**src/rtl/crossbar_egress_buffer_pkg.sv**
```systemverilog
// Shared types and constants for the crossbar egress buffer.
// Latency: n/a (types only).
// Backpressure: n/a (types only).
package crossbar_egress_buffer_pkg;
  localparam int M     = 4;   // crossbar output ports
  localparam int W     = 32;  // data word width
  localparam int DEPTH = 4;   // FIFO entries per port, power of two
  localparam int CNT_W = 8;   // drop counter width
  localparam int PTR_W = $clog2(DEPTH);

  typedef logic [W-1:0]     word_t;
  typedef logic [PTR_W-1:0] ptr_t;
  // Count needs one extra bit so that DEPTH itself is representable.
  typedef logic [PTR_W:0]   cnt_t;
  typedef logic [CNT_W-1:0] drop_t;

  localparam cnt_t  CNT_FULL = cnt_t'(DEPTH);
  localparam drop_t DROP_SAT = {CNT_W{1'b1}};

  // Saturating increment for the drop counter.
  function automatic drop_t drop_inc(input drop_t v);
    return (v == DROP_SAT) ? v : v + drop_t'(1);
  endfunction
endpackage

```
**src/rtl/crossbar_egress_buffer_if.sv**
```systemverilog
// Bundle of crossbar-side and consumer-side buses for the egress buffer.
// Latency: n/a (wiring only).
// Backpressure: out_valid/out_ready per port; crossbar side has none (full is advisory).
// Ports: grant_in/data_in from the crossbar, out_* to the consumer,
//        full/drop_cnt/overflow as status. All buses are flat, port m at slice m.
interface crossbar_egress_buffer_if;
  import crossbar_egress_buffer_pkg::*;

  logic [M-1:0]       grant_in;
  logic [M*W-1:0]     data_in;
  logic [M-1:0]       out_valid;
  logic [M-1:0]       out_ready;
  logic [M*W-1:0]     out_data;
  logic [M-1:0]       full;
  logic [M*CNT_W-1:0] drop_cnt;
  logic [M-1:0]       overflow;

  // Environment view: drives crossbar data and consumer ready.
  modport master (
    output grant_in, data_in, out_ready,
    input  out_valid, out_data, full, drop_cnt, overflow
  );

  // Buffer view.
  modport slave (
    input  grant_in, data_in, out_ready,
    output out_valid, out_data, full, drop_cnt, overflow
  );
endinterface

```
**src/rtl/crossbar_egress_buffer_egress_port_fifo.sv**
```systemverilog
// Single-port FWFT FIFO with drop counter, sticky overflow and full flag.
// Latency: word pushed at edge k is at the head after edge k (no bypass).
// Backpressure: holds head while i_ready low; pushes into a full FIFO without a pop are dropped.
// Ports: clk/rst; i_push/i_data write side; o_valid/i_ready/o_data read side;
//        o_full, o_drop_cnt, o_overflow status.
module egress_port_fifo
  import crossbar_egress_buffer_pkg::*;
(
  input  logic  clk,
  input  logic  rst,
  input  logic  i_push,
  input  word_t i_data,
  input  logic  i_ready,
  output logic  o_valid,
  output word_t o_data,
  output logic  o_full,
  output drop_t o_drop_cnt,
  output logic  o_overflow
);
  word_t r_mem [DEPTH];
  ptr_t  r_wr_ptr;
  ptr_t  r_rd_ptr;
  cnt_t  r_count;
  drop_t r_drop_cnt;
  logic  r_overflow;

  logic w_pop;
  logic w_wr_en;
  logic w_drop;

  assign o_valid = (r_count != '0);
  assign o_full  = (r_count == CNT_FULL);
  assign w_pop   = o_valid & i_ready;
  // A pop on the same edge frees the slot, so a full FIFO still accepts.
  assign w_wr_en = i_push & (~o_full | w_pop);
  assign w_drop  = i_push & o_full & ~w_pop;

  // Empty FIFO shows zero rather than stale storage.
  assign o_data     = o_valid ? r_mem[r_rd_ptr] : '0;
  assign o_drop_cnt = r_drop_cnt;
  assign o_overflow = r_overflow;

  // Storage needs no reset; contents are masked by the count.
  always_ff @(posedge clk) begin
    if (w_wr_en) r_mem[r_wr_ptr] <= i_data;
  end

  always_ff @(posedge clk or posedge rst) begin
    if (rst) begin
      r_wr_ptr   <= '0;
      r_rd_ptr   <= '0;
      r_count    <= '0;
      r_drop_cnt <= '0;
      r_overflow <= 1'b0;
    end else begin
      if (w_wr_en) r_wr_ptr <= r_wr_ptr + ptr_t'(1);
      if (w_pop)   r_rd_ptr <= r_rd_ptr + ptr_t'(1);
      case ({w_wr_en, w_pop})
        2'b10:   r_count <= r_count + cnt_t'(1);
        2'b01:   r_count <= r_count - cnt_t'(1);
        default: r_count <= r_count;
      endcase
      if (w_drop) begin
        r_drop_cnt <= drop_inc(r_drop_cnt);
        r_overflow <= 1'b1;
      end
    end
  end
endmodule

```
**src/rtl/crossbar_egress_buffer.sv**
```systemverilog
// Per-output-port egress buffering downstream of the crossbar, one FIFO per port.
// Latency: one cycle from grant to out_valid; first-word-fall-through head.
// Backpressure: per-port valid/ready to consumer; crossbar sees only full, excess words are counted as drops.
// Ports: clk, rst (async, active high); io_egr carries grant_in/data_in,
//        out_valid/out_ready/out_data, full, drop_cnt, overflow as flat M-wide buses.
module crossbar_egress_buffer
  import crossbar_egress_buffer_pkg::*;
(
  input logic                    clk,
  input logic                    rst,
  crossbar_egress_buffer_if.slave io_egr
);
  logic [M-1:0]       w_out_valid;
  logic [M-1:0]       w_full;
  logic [M-1:0]       w_overflow;
  logic [M*W-1:0]     w_out_data;
  logic [M*CNT_W-1:0] w_drop_cnt;

  for (genvar g = 0; g < M; g++) begin : g_port
    egress_port_fifo u_fifo (
      .clk        (clk),
      .rst        (rst),
      .i_push     (io_egr.grant_in[g]),
      .i_data     (io_egr.data_in[g*W +: W]),
      .i_ready    (io_egr.out_ready[g]),
      .o_valid    (w_out_valid[g]),
      .o_data     (w_out_data[g*W +: W]),
      .o_full     (w_full[g]),
      .o_drop_cnt (w_drop_cnt[g*CNT_W +: CNT_W]),
      .o_overflow (w_overflow[g])
    );
  end

  assign io_egr.out_valid = w_out_valid;
  assign io_egr.out_data  = w_out_data;
  assign io_egr.full      = w_full;
  assign io_egr.drop_cnt  = w_drop_cnt;
  assign io_egr.overflow  = w_overflow;
endmodule

```
**src/flat_wrapper.sv**
```systemverilog
// flat-port wrapper written by rule: the top's interface ports become plain ports
module crossbar_egress_buffer_flat import crossbar_egress_buffer_pkg::*;
  (clk, rst, io_egr_grant_in, io_egr_data_in, io_egr_out_ready, io_egr_out_valid, io_egr_out_data, io_egr_full, io_egr_drop_cnt, io_egr_overflow);
  crossbar_egress_buffer_if io_egr_i ();
  input logic clk;
  input logic rst;
  input wire logic [$bits(io_egr_i.grant_in)-1:0] io_egr_grant_in;
  input wire logic [$bits(io_egr_i.data_in)-1:0] io_egr_data_in;
  input wire logic [$bits(io_egr_i.out_ready)-1:0] io_egr_out_ready;
  output wire logic [$bits(io_egr_i.out_valid)-1:0] io_egr_out_valid;
  output wire logic [$bits(io_egr_i.out_data)-1:0] io_egr_out_data;
  output wire logic [$bits(io_egr_i.full)-1:0] io_egr_full;
  output wire logic [$bits(io_egr_i.drop_cnt)-1:0] io_egr_drop_cnt;
  output wire logic [$bits(io_egr_i.overflow)-1:0] io_egr_overflow;
  assign io_egr_i.grant_in = io_egr_grant_in;
  assign io_egr_i.data_in = io_egr_data_in;
  assign io_egr_i.out_ready = io_egr_out_ready;
  assign io_egr_out_valid = io_egr_i.out_valid;
  assign io_egr_out_data = io_egr_i.out_data;
  assign io_egr_full = io_egr_i.full;
  assign io_egr_drop_cnt = io_egr_i.drop_cnt;
  assign io_egr_overflow = io_egr_i.overflow;
  crossbar_egress_buffer u_core (.clk(clk), .rst(rst), .io_egr(io_egr_i));
endmodule
```
**config.mk**
```make
export PLATFORM = sky130hd
export DESIGN_NAME = crossbar_egress_buffer_flat
export DESIGN_NICKNAME = d
export VERILOG_FILES = /design/src/rtl/crossbar_egress_buffer_pkg.sv /design/src/rtl/crossbar_egress_buffer_if.sv /design/src/rtl/crossbar_egress_buffer_egress_port_fifo.sv /design/src/rtl/crossbar_egress_buffer.sv /design/src/flat_wrapper.sv
export SDC_FILE = /design/constraint.sdc
export NUM_CORES = 1
export LEC_CHECK = 0
export ABC_AREA = 1
export CORE_ASPECT_RATIO = 1.4
export CORE_UTILIZATION = 50
export CTS_CLUSTER_DIAMETER = 50
export DETAILED_ROUTE_END_ITERATION = 7
export MAX_ROUTING_LAYER = met4
export PLACE_DENSITY = 0.73
export SLEW_MARGIN = 20
export SYNTH_ARGS = -nofsm -noshare
export SYNTH_HDL_FRONTEND = slang
export SYNTH_SLANG_ARGS = --single-unit
```
**constraint.sdc**
```tcl
create_clock -name clk -period 2.9 [get_ports clk]
set_input_delay 0.58 -clock clk [delete_from_list [all_inputs] [get_ports clk]]
set_output_delay 0.58 -clock clk [all_outputs]
set_load 0.01 [all_outputs]
```
### Word level (Yosys, flattened, before mapping)

Memories as Yosys holds them, arrays and structs flattened.
Index checks and enable logic that the tools add are counted.

| storage, ports and cells | value |
|---|---|
| memories | 4 |
| RAM bits | 512 |
| register bits after elaboration | 64 |
| bits of input ports | 138 |
| output and inout port bits | 172 |

| operators by class | value |
|---|---|
| add/sub/neg operators | 20 |
| eq/ne operators | 16 |
| bitwise operators | 32 |
| mux-type cells | 16 |
| reduce and logical (&&, ||, !) cells | 12 |

Memory list:

| memory | depth | bits a word | read ports | clocked after memory_dff | write ports | line | RTL |
|---|---|---|---|---|---|---|---|
| u_core.g_port[0].u_fifo.r_mem | 4 | 32 | 1 | 0 | 1 | crossbar_egress_buffer_egress_port_fifo.sv:20 | `word_t r_mem [DEPTH];` |
| u_core.g_port[1].u_fifo.r_mem | 4 | 32 | 1 | 0 | 1 | crossbar_egress_buffer_egress_port_fifo.sv:20 |  |
| u_core.g_port[2].u_fifo.r_mem | 4 | 32 | 1 | 0 | 1 | crossbar_egress_buffer_egress_port_fifo.sv:20 |  |
| u_core.g_port[3].u_fifo.r_mem | 4 | 32 | 1 | 0 | 1 | crossbar_egress_buffer_egress_port_fifo.sv:20 |  |

Operator list:

| cell | number |
|---|---|
| 2-to-1 mux 32 bit | 4 |
| adder 8 x 1 -> 8 bit, second input constant | 4 |
| equality test 8 bit, second input constant | 4 |
| one-hot mux 3 bit (2 select lines) | 4 |
| adder 2 x 1 -> 2 bit, second input constant | 8 |
| bitwise AND 1 bit | 16 |
| adder 3 x 1 -> 3 bit, second input constant | 4 |
| equality test 3 bit, second input constant | 4 |
| inverter 1 bit | 12 |
| nonzero test 3 bit | 4 |
| subtractor 3 x 1 -> 3 bit, second input constant | 4 |
| equality test 2 x 1 -> 1 bit, second input constant | 4 |
| equality test 2 bit, second input constant | 4 |
| 2-to-1 mux 1 bit | 8 |
| AND reduction 2 bit | 4 |
| nonzero test 2 bit | 4 |
| OR 1 bit | 4 |

### Logic depth before layout (Yosys ltp)

| logic depth | value |
|---|---|
| word-level depth | 6 |
| mapped depth | 10 |

### Cells and area by module

A second synthesis with hierarchy kept.

| unflattened totals | value |
|---|---|
| cells, all modules | 2008 |
| area total of the unflattened synthesis | 23777.8 µm² |

By module, submodules not included:

| module | cells an instance | instances | area each (µm²) |
|---|---|---|---|
| egress_port_fifo | 502 | 4 | 5944.5 |

### Worst setup path before layout

Ideal clock, no wire load.

| timing | value |
|---|---|
| path kind | in2reg |
| from | in io_egr_out_ready[0] |
| to | mem u_core.g_port[0].u_fifo.r_mem[0][0] (netlist bit) (enable) |
| cell stages on the path | 4 |
| slack | 308 ps |
| path buffers | 0 |
| arrival time | 2171 ps |
| data required time | 2479 ps |
| cell sequence | inv_1 nand2_1 nand2_2 nor2_1 |

| on the way | value |
|---|---|
| word-level cells in the longest chain between the ends | 5 |

RTL lines:

| item | line | RTL |
|---|---|---|
| from (decl) | flat_wrapper.sv:9 | `input wire logic [$bits(io_egr_i.out_ready)-1:0] io_egr_out_ready;` |
| bitwise AND 1 bit | crossbar_egress_buffer_egress_port_fifo.sv:33 | `assign w_pop = o_valid & i_ready;` |
| OR 1 bit | crossbar_egress_buffer_egress_port_fifo.sv:35 | `assign w_wr_en = i_push & (~o_full \| w_pop);` |
| bitwise AND 1 bit | crossbar_egress_buffer_egress_port_fifo.sv:35 |  |
| 2-to-1 mux 1 bit | crossbar_egress_buffer_egress_port_fifo.sv:45 | `if (w_wr_en) r_mem[r_wr_ptr] <= i_data;` |
| 2-to-1 mux 1 bit (not written as such) | crossbar_egress_buffer_egress_port_fifo.sv:45 |  |
| to (decl) | crossbar_egress_buffer_egress_port_fifo.sv:20 |  |

No other way between the ends.

### Worst setup path in the final report

| timing | value |
|---|---|
| from | reg u_core.g_port[0].u_fifo.r_rd_ptr[0] |
| to | out io_egr_out_data[26] |

| on the way | value |
|---|---|
| word-level cells in the longest chain between the ends | 2 |

RTL lines:

| item | line | RTL |
|---|---|---|
| from (decl) | crossbar_egress_buffer_egress_port_fifo.sv:22 | `ptr_t r_rd_ptr;` |
| from (signal assigned) | crossbar_egress_buffer_egress_port_fifo.sv:57 | `if (w_pop) r_rd_ptr <= r_rd_ptr + ptr_t'(1);` |
| memory (4 x 32 bit) | n/a |  |
| 2-to-1 mux 32 bit | crossbar_egress_buffer_egress_port_fifo.sv:39 | `assign o_data = o_valid ? r_mem[r_rd_ptr] : '0;` |
| to (decl) | flat_wrapper.sv:11 | `output wire logic [$bits(io_egr_i.out_data)-1:0] io_egr_out_data;` |

No other way between the ends.

==> reports/results.tsv <==
metric	value	unit
mux contribution to synthesized area	0	%
layout cell share with drive strength beyond 1	10.2	%
slew margin rel.	70.1	%
row cnt	93	
EDFF count, synth	512	
most frequent cells in the layout	nor2_1, edfxtp_1, clkdlybuf4s50_1	
synthesized area per cell	11.9	sq um
largest vdd supply drop	0.000850	V
Clock Latency Late Sink	0.57	ns
simple-gate share of the synthesized area	12.1	%
Post-DRT Antenna Nets	0	
gr ovfl total	0	
largest family of logic cells by synthesized area	simple AND/OR/NAND/NOR gates	
final hold slack	0.253	ns
post-DP HPWL	32400	microns
die area	0.0478	sq mm
fin cells	2974	
Layout area overhead	27.7	%
port buffer count	309	
Crit Path Max Fanout	16	
Syn Nets	2130	
pin count of the biggest net entering global routing	57	
gr usage total	22.6	%
Final Skew	0.0103	ns
Die Span X	185	microns
worst slew pin tran	0.448	ns
Clock Sinks	576	
first-pass GRT wire length	81100	microns
Synth Area in Compound Gates	8.92	%
drt total wl	54000	microns
routability cong.	0.787	
kind of critical path	flop to output port	
placed cells	2850	
Worst setup EP type	output port	
Adder-Cell Fraction of Synth Area	1.46	%
Max clock buf depth	3	
Root Buffer	clkbuf_16	
initial antenna violation count	3	
Yosys cell types	30	
Pleak	11.6	nW
flops & latches, synth	576	
Hold Path Class	input pin to async pin	
Initial Util	50.7	%
sequential-to-total area share from yosys stat	72.4	%
Final Setup Violations	0	
PD cells	1060	mW/mm^2
Slew Limit Fails	0	
Post-Synthesis Cell Area	0.0234	sq mm
Hold Vio Cnt, Final	0	
worst path required time	2.32	ns
Vias	15740	
fmax	354	MHz
CTS Hold Bufs	0	
Core Area	0.0462	sq mm
Tcrit/Tclk final	97.5	%
CTS tree	built	
top_reg_cell synth	edfxtp_1	
1st-iter DRT viols	1005	
max_cap viols	0	
fraction of registers with async set/reset	11.1	%
Reg clk slew, reported paths	0.06	ns
RSZ-0062 raised after global routing	true	
Syn. warnings	0	
Worst Path Arrival	2.25	ns
startpoint type of the worst setup path	flop	
# H-tree levels	2	
DR WL/cell	18.2	microns
Die Y	258	microns
1st-pass router iterations	5	
min cycle time layout	2.83	ns
status	completed	
commonest non-fill, non-tap cell in the layout	nor2_1	
xor/xnor share of the synthesized area	1.35	%
# DRC	0	
Cells after Synth	1967	
Final nets	2476	
vias in the first global route	15643	
# IOs	310	
Num CTS Buffers	53	
Vias/cell	5.29	
[cell type report]
class,instances,area (sq um)
antenna,3,7.51
clock buffer,63,1450
clock inverter,33,370
fill,3382,16300
inverter,86,342
multi-input combinational,1196,5660
sequential,576,17000
tap,617,772
timing repair buffer,400,4350
[sequential cells by signal (all words and copies together), names as in the netlist]
register / flops
u_core.g_port.u_fifo.r_mem: 512
u_core.g_port.u_fifo.o_drop_cnt: 32
u_core.g_port.u_fifo.r_count: 12
u_core.g_port.u_fifo.r_rd_ptr: 8
u_core.g_port.u_fifo.r_wr_ptr: 8
u_core.g_port.u_fifo.o_overflow: 4
[metrics by stage]
step	cell area, sq um	power (mW)	setup slack (ns)	util [%]	TNS (ns)
2_1_floorplan	23400	18.4	0.308	-	0
3_3_place_gp	27500	24.3	0.346	59.5	0
3_5_place_dp	27500	24.6	0.343	59.5	0
4_1_cts	29400	31.8	0.00118	63.7	0
5_1_grt	29900	33.6	-0.0425	64.8	-0.163
6_report	29900	31.8	0.0726	64.8	0
[layer usage]
layer	global-route usage [%]	share of wire [%]	vias to the layer above	wire length [microns]
li1	-	-	7473	-
met1	25.3	38	7681	20300
met2	39.8	53	492	28400
met3	4.37	7.0	94	3790
met4	8.20	2.8	0	1530
met5	-	0	-	0
[kinds of logic after synthesis]
| group | count (synthesis) |
|---|---|
| buffers and inverters | 195 |
| DFF | 576 |
| AOI/OAI and AO/OA | 414 |
| xor gates and xnor gates | 36 |
| and+or+nand+nor | 721 |
| adders and majority gates | 25 |
[repair_timing]
| item | 4_1_cts | 5_1_grt |
|---|---|---|
| endpoints found under the setup margin | 120 | 90 |
| cloned | 0 | 5 |
| setup buffers | 8 | 12 |
| gates resized for setup | 64 | 107 |
| pin swaps | 6 | 3 |
[synthesized netlist by cell type (2+ instances only)]
master / count / area share, %
nor2_1: 564 / 9.0
edfxtp_1: 512 / 66
o21ai_0: 191 / 4.1
a21oi_1: 139 / 3.0
nand2_1: 121 / 1.9
o21ai_1: 79 / 1.7
inv_1: 75 / 1.2
dfrtp_1: 64 / 6.8
clkbuf_1: 53 / 0.85
buf_2: 32 / 0.68
xor2_1: 30 / 1.1
buf_4: 22 / 0.70
ha_1: 21 / 1.1
inv_2: 10 / 0.16
nand3_1: 8 / 0.17
nand3_2: 6 / 0.26
nor2_2: 6 / 0.16
xnor2_1: 6 / 0.22
nand3b_1: 5 / 0.16
o21ai_2: 5 / 0.19
fa_1: 4 / 0.34
nand4_1: 4 / 0.11
buf_6: 2 / 0.096
nor3_1: 2 / 0.043
[path summary, 6_finish.rpt]
kind                                                     start                                    end  slack (ns)  cells past startpoint
min in group clk            u_core.g_port[3].u_fifo.o_overflow     u_core.g_port[3].u_fifo.o_overflow        0.46                      2
max in group asynchronous                                  rst    u_core.g_port[0].u_fifo.r_rd_ptr[0]        2.02                      3
setup reg to reg            u_core.g_port[0].u_fifo.r_count[0]     u_core.g_port[0].u_fifo.r_count[2]        0.72                      9
setup / recovery           u_core.g_port[0].u_fifo.r_rd_ptr[0]                    io_egr_out_data[26]        0.07                      5
hold reg to reg             u_core.g_port[3].u_fifo.o_overflow     u_core.g_port[3].u_fifo.o_overflow        0.46                      2
hold / removal                                             rst  u_core.g_port[3].u_fifo.o_drop_cnt[4]        0.25                      2
[critical path, stage by stage (launching register included)]
cell,delay [ns]
dfrtp_4,0.56
inv_4,0.14
buf_12,0.15
o21ai_0,0.12
a21oi_1,0.16
clkdlybuf4s50_1,0.55
[power by group]
| part | switching, mW | internal (mW) | leakage (nW) |
|---|---|---|---|
| clock | 2.97 | 4.20 | 0.894 |
| sequential | 0.704 | 10.9 | 5.47 |
| combinational | 7.45 | 5.60 | 5.27 |
| total | 11.1 | 20.7 | 11.6 |
(Power assumes the default switching activity.)
